### config.mk
export PLATFORM = sky130hd
export DESIGN_NAME = des_feistel_core_flat
export DESIGN_NICKNAME = d
export VERILOG_FILES = /design/src/rtl/des_feistel_core_if.sv /design/src/rtl/des_feistel_core.sv /design/src/flat_wrapper.sv
export SDC_FILE = /design/constraint.sdc
export NUM_CORES = 1
export LEC_CHECK = 0
export BUFFER_PORTS_ARGS = -buffer_cell sky130_fd_sc_hd__buf_2
export CAP_MARGIN = 20
export CORE_MARGIN = 1.5
export CORE_UTILIZATION = 44
export DETAILED_ROUTE_END_ITERATION = 8
export PLACE_DENSITY = 0.85
export SYNTH_ARGS = -nofsm -noshare
export SYNTH_HDL_FRONTEND = slang
export SYNTH_SLANG_ARGS = --single-unit
### constraint.sdc
create_clock -name clk -period 1.7 [get_ports clk]
set_input_delay 0 -clock clk [delete_from_list [all_inputs] [get_ports clk]]
set_output_delay 0 -clock clk [all_outputs]
set_load 0.03 [all_outputs]
### src/rtl/des_feistel_core_if.sv
// Block-stream interface for the DES Feistel core: IP-permuted block in,
// final-permuted block out, each with a valid/ready handshake.
interface des_feistel_core_if;
  logic        in_valid;
  logic        in_ready;
  logic [63:0] din;
  logic        decrypt;
  logic        out_valid;
  logic        out_ready;
  logic [63:0] dout;

  modport master (
    output in_valid, din, decrypt, out_ready,
    input  in_ready, out_valid, dout
  );

  modport slave (
    input  in_valid, din, decrypt, out_ready,
    output in_ready, out_valid, dout
  );
endinterface

### src/rtl/des_feistel_core.sv
// Iterative DES Feistel datapath: one round per clock using an external f-function
// and key schedule, then final swap and IP^-1 into a registered output block.
module des_feistel_core #(
  parameter int ROUNDS = 16
) (
  input  logic              clk,
  input  logic              rst,
  des_feistel_core_if.slave bus,
  output logic [3:0]        round_idx,
  output logic [31:0]       f_r,
  input  logic [31:0]       f_out
);

  typedef enum logic [1:0] {
    IDLE  = 2'd0,
    ROUND = 2'd1,
    DONE  = 2'd2
  } state_e;

  localparam logic [3:0] LAST_CNT = 4'(ROUNDS - 1);

  // IP^-1: row r, column c of the table picks preoutput bit 40-r+8*(c/2) (even c) or 8-r+8*(c/2) (odd c).
  function automatic logic [63:0] final_perm(input logic [63:0] pre);
    logic [63:0] res;
    int          src;
    int          dst;
    res = 64'h0;
    for (int r = 0; r < 8; r++) begin
      for (int c = 0; c < 8; c++) begin
        dst = r * 8 + c + 1;
        src = ((c % 2) == 0) ? (40 - r + 8 * (c / 2)) : (8 - r + 8 * (c / 2));
        res[6'(64 - dst)] = pre[6'(64 - src)];
      end
    end
    return res;
  endfunction

  state_e      state_q, state_d;
  logic [31:0] l_q, l_d;
  logic [31:0] r_q, r_d;
  logic [3:0]  cnt_q, cnt_d;
  logic        dir_q, dir_d;
  logic [63:0] dout_q, dout_d;
  logic        out_valid_q, out_valid_d;
  logic        in_ready_q, in_ready_d;
  logic [3:0]  round_idx_q, round_idx_d;

  assign bus.in_ready  = in_ready_q;
  assign bus.out_valid = out_valid_q;
  assign bus.dout      = dout_q;
  assign round_idx     = round_idx_q;
  assign f_r           = r_q;

  // Next-state, datapath and registered-output computation.
  always_comb begin
    state_d     = state_q;
    l_d         = l_q;
    r_d         = r_q;
    cnt_d       = cnt_q;
    dir_d       = dir_q;
    dout_d      = dout_q;
    out_valid_d = out_valid_q;
    in_ready_d  = in_ready_q;

    case (state_q)
      IDLE: begin
        if (bus.in_valid && in_ready_q) begin
          l_d        = bus.din[63:32];
          r_d        = bus.din[31:0];
          cnt_d      = 4'd0;
          dir_d      = bus.decrypt;
          in_ready_d = 1'b0;
          state_d    = ROUND;
        end else begin
          in_ready_d = 1'b1;
        end
      end
      ROUND: begin
        l_d = r_q;
        r_d = l_q ^ f_out;
        if (cnt_q == LAST_CNT) begin
          // Preoutput is R16||L16, i.e. the final swap is folded in here.
          dout_d      = final_perm({l_q ^ f_out, r_q});
          out_valid_d = 1'b1;
          state_d     = DONE;
        end else begin
          cnt_d = cnt_q + 4'd1;
        end
      end
      DONE: begin
        if (bus.out_ready) begin
          out_valid_d = 1'b0;
          in_ready_d  = 1'b1;
          state_d     = IDLE;
        end else begin
          out_valid_d = 1'b1;
        end
      end
      default: begin
        out_valid_d = 1'b0;
        in_ready_d  = 1'b1;
        state_d     = IDLE;
      end
    endcase

    if (state_d == ROUND) begin
      if (dir_d) begin
        round_idx_d = 4'd15 - cnt_d;
      end else begin
        round_idx_d = cnt_d;
      end
    end else begin
      round_idx_d = 4'd0;
    end
  end

  // State and output registers with synchronous reset.
  always_ff @(posedge clk) begin
    if (rst) begin
      state_q     <= IDLE;
      l_q         <= 32'h0;
      r_q         <= 32'h0;
      cnt_q       <= 4'd0;
      dir_q       <= 1'b0;
      dout_q      <= 64'h0;
      out_valid_q <= 1'b0;
      in_ready_q  <= 1'b1;
      round_idx_q <= 4'd0;
    end else begin
      state_q     <= state_d;
      l_q         <= l_d;
      r_q         <= r_d;
      cnt_q       <= cnt_d;
      dir_q       <= dir_d;
      dout_q      <= dout_d;
      out_valid_q <= out_valid_d;
      in_ready_q  <= in_ready_d;
      round_idx_q <= round_idx_d;
    end
  end

endmodule
### src/flat_wrapper.sv
// flat-port wrapper written by rule: the top's interface ports become plain ports
module des_feistel_core_flat 
#(
  parameter int ROUNDS = 16
)
  (clk, rst, round_idx, f_r, f_out, bus_in_valid, bus_din, bus_decrypt, bus_out_ready, bus_in_ready, bus_out_valid, bus_dout);
  des_feistel_core_if bus_i ();
  input  logic clk;
  input  logic rst;
  output logic [3:0] round_idx;
  output logic [31:0] f_r;
  input  logic [31:0] f_out;
  input wire logic [$bits(bus_i.in_valid)-1:0] bus_in_valid;
  input wire logic [$bits(bus_i.din)-1:0] bus_din;
  input wire logic [$bits(bus_i.decrypt)-1:0] bus_decrypt;
  input wire logic [$bits(bus_i.out_ready)-1:0] bus_out_ready;
  output wire logic [$bits(bus_i.in_ready)-1:0] bus_in_ready;
  output wire logic [$bits(bus_i.out_valid)-1:0] bus_out_valid;
  output wire logic [$bits(bus_i.dout)-1:0] bus_dout;
  assign bus_i.in_valid = bus_in_valid;
  assign bus_i.din = bus_din;
  assign bus_i.decrypt = bus_decrypt;
  assign bus_i.out_ready = bus_out_ready;
  assign bus_in_ready = bus_i.in_ready;
  assign bus_out_valid = bus_i.out_valid;
  assign bus_dout = bus_i.dout;
  des_feistel_core #(.ROUNDS(ROUNDS)) u_core (.clk(clk), .rst(rst), .bus(bus_i), .round_idx(round_idx), .f_r(f_r), .f_out(f_out));
endmodule
==> results.sh <==
export IMPL_status="complete, but fails checks"
export IMPL_violations="setup timing"
export IMPL_place_hpwl_um=7570
export IMPL_setup_viol=1
export IMPL_final_nets=836
export IMPL_async_flop_share=0
export IMPL_maxSlewViolCount=0
export IMPL_r2r_setup_slack_ns=-0.004
export IMPL_met3_wirelength_um=742
export IMPL_cts_root_buf="clkbuf_8"
export IMPL_rsz0062_at_grt="true"
export IMPL_via_per_inst=4.94
export IMPL_met1_length_um=5060
export IMPL_powerDensity_nw_per_um2=960
export IMPL_syn_area_um2=4880
export IMPL_grt_pass1_wl_um=16800
export IMPL_leakagePower_uw=0.00278
export IMPL_ys_warn_count=0
export IMPL_cts_max_level=3
export IMPL_hold_violations=0
export IMPL_syn_inst=558
export IMPL_p_seq_frac=0.428
export IMPL_p_comb_frac=0.334
export IMPL_power_uw=6060
export IMPL_die_area_um2=11700
export IMPL_hold_class="in2reg"
export IMPL_dr_pass1_iters=4
export IMPL_path_clk_slew_ns=0.09
export IMPL_cp_required_ns=1.93
export IMPL_swShare=0.349
export IMPL_intPower_uw=3950
export IMPL_crit_path_start_kind="flop"
export IMPL_grt_usage=0.180
export IMPL_route_met2_wl_um=5760
export IMPL_nFillCells=956
export IMPL_initial_core_util=0.450
export IMPL_worstMarginPinSlew_ns=0.587
export IMPL_arrival_ns=1.93
export IMPL_drc=0
export IMPL_cp_end_kind="flop"
export IMPL_post_route_period_util=1.00
export IMPL_p_clk_frac=0.239
export IMPL_io_pins=203
export IMPL_drt_iter0_markers=184
export IMPL_fmax_mhz=587
export IMPL_cts_sinks=93
export IMPL_synth_top_cells_by_area="dfxtp_1 38%, mux2i_1 14%, nor2_1 8.0%"
export IMPL_cts_tree="built"
export IMPL_num_rows=38
export IMPL_yosys_area_top_type="dfxtp_1"
export IMPL_synth_edff_count=0
export IMPL_fin_ws_ns=-0.00381
export IMPL_gp_congestion=0.779
export IMPL_wire_per_inst_um=13.5
export IMPL_diodes=0
export IMPL_cap_violations=0
export IMPL_chipWidth_um=108
export IMPL_slew_limit_headroom=0.609
export IMPL_cts_buffers=9
export IMPL_worstSetupPathType="reg2reg"
export IMPL_switching_power_uw=2110
export IMPL_ir_worst_vdd_mv=0.526
export IMPL_clock_path_buffers=2
export IMPL_syn_avg_cell_area_um2=8.75
export IMPL_crit_fanout=17
export IMPL_grt_ovfl_total=0
export IMPL_yosysTopAreaCellShare=0.381
export IMPL_synth_top_flop_cell="dfxtp_1"
export IMPL_core_area_um2=10800
export IMPL_grt_max_degree=55
export IMPL_synth_seq_area_share=0.381
export IMPL_layout_drive_gt1_share=0.326
export IMPL_num_vias=4320
export IMPL_portBuffers=154
export IMPL_detail_route_antenna_nets=0
export IMPL_synth_distinct_cells=37
export IMPL_synth_seq_cells=93
export IMPL_grt_pass1_vias=3809
export IMPL_post_route_min_period_ns=1.70
export IMPL_antenna_found_initial=0
export IMPL_finalWirelength_um=11800
export IMPL_finClkSkew_ns=0.0111
export IMPL_clock_latency_ns=0.35
export IMPL_whs_ns=0.0159
export IMPL_syn2layout_area_growth_pct=29.4
export IMPL_die_y_um=108
export IMPL_routed_top_layer="met4"
[what timing repair did]
item | 4_1_cts | 5_1_grt
hold buffers | 20 | 2
pin swaps | 2 | 4
hold endpoints to repair | 24 | 2
cloned | 0 | 6
buffers inserted | 0 | 2
endpoints found under the setup margin | 19 | 63
gates resized for setup | 1 | 28
[synthesized netlist by cell type, types with 2 or more instances]
cell type  number
buf_2          12
buf_4          50
and3_1          2
nor2_1        104
nand2_1        38
a21oi_1        54
xnor2_1        32
clkbuf_1       16
mux2i_1        67
nand3_1         7
dfxtp_1        93
buf_6           5
nand2b_1        5
nor3b_1         3
nor2b_1         2
o21ai_0         5
ha_1            5
inv_1           6
or3_1           2
a211oi_2       20
a211oi_1       14
[critical path, cell delays in order (launching register included)]
cell	delay, ns
dfxtp_4	0.38
inv_4	0.07
ha_4	0.17
and3_4	0.25
or2_4	0.25
buf_12	0.19
mux2i_1	0.21
nor2_1	0.05
[flip-flops by register name, summed over array words and instances, names as in the netlist]
name and count:
u_core.f_r 32, u_core.bus.in_ready 1, u_core.state_q 2, u_core.bus.out_valid 1, u_core.dir_q 1, u_core.round_idx 4, u_core.bus.dout 16, u_core.l_q 32
u_core.cnt_q 4
[layout by cell type, fill, tap and decap left out, types with 4 or more instances in the layout]
cell           synthesis  final
buf_4                 50     10
clkbuf_8               0      9
buf_12                 0      7
o21ai_0                5      4
a21oi_1               54     53
mux2i_1               67     66
nand3_1                7      6
dlygate4sd3_1          0     22
a211oi_2              20     23
xnor2_1               32     32
conb_1                 1     48
buf_2                 12    153
nor2_2                 0      7
nor2_1               104     96
nand2b_1               5      5
nand2_1               38     38
inv_1                  6      4
a211oi_1              14     11
dfxtp_1               93     90
clkbuf_16              0      4
[kinds of logic after synthesis]
group,synth area share
fa+ha+maj,0.0128
flops,0.381
other cells,0.000768
xor+xnor,0.0574
simple gates,0.143
buf+inv,0.118
mux,0.140
compound gates,0.147
[per-stage QoR]
| stage | setup TNS [ns] | setup slack, ns | area (um2) | cells | util |
|---|---|---|---|---|---|
| after global placement | -0.0165 | -0.0126 | 5680 | 829 | 0.524 |
| after floorplan | 0 | 0.0156 | 5090 | 605 | - |
| final | -0.00381 | -0.00381 | 6320 | 874 | 0.583 |
| after CTS | -0.101 | -0.0352 | 6070 | 864 | 0.560 |
| after detailed placement | -0.434 | -0.120 | 5680 | 829 | 0.524 |
| after global routing | -1.08 | -0.0778 | 6320 | 874 | 0.583 |
[power by group through the flow]
stage / logic [uW] / clock network (uW) / registers (uW)
finish: 2020 / 1450 / 2590
global placement: 1770 / 0 / 2630
global route: 2190 / 1580 / 2620
detailed placement: 1810 / 0 / 2630
floorplan: 1280 / 0 / 2810
CTS: 1850 / 1470 / 2580
[metal layers]
layer / up-vias / GRT usage
met1: 2009 / 0.214
met3: 17 / 0.0410
met2: 156 / 0.305
li1: 2138 / -
met4: 0 / 0.0883
met5: - / 0
[path summary, 6_finish.rpt]
| path | startpoint | endpoint | depth (start not counted) |
|---|---|---|---|
| max | u_core.state_q[0] | u_core.f_r[8] | 7 |
| min | bus_din[45] | u_core.l_q[13] | 3 |
| max reg2reg | u_core.state_q[0] | u_core.f_r[8] | 7 |
| min reg2reg | u_core.bus.dout[13] | u_core.bus.dout[13] | 2 |
[cell type report]
type	instances	area, um2	area share
multi-input cells	424	2760	0.436
repair buffers	196	1300	0.206
inverters	6	27.5	0.00436
clock buffers	9	124	0.0196
clock inverters	6	63.8	0.0101
well taps	140	175	0.0277
flip-flops and latches	93	1870	0.296
No activity file was read; power rests on OpenSTA's default activity.
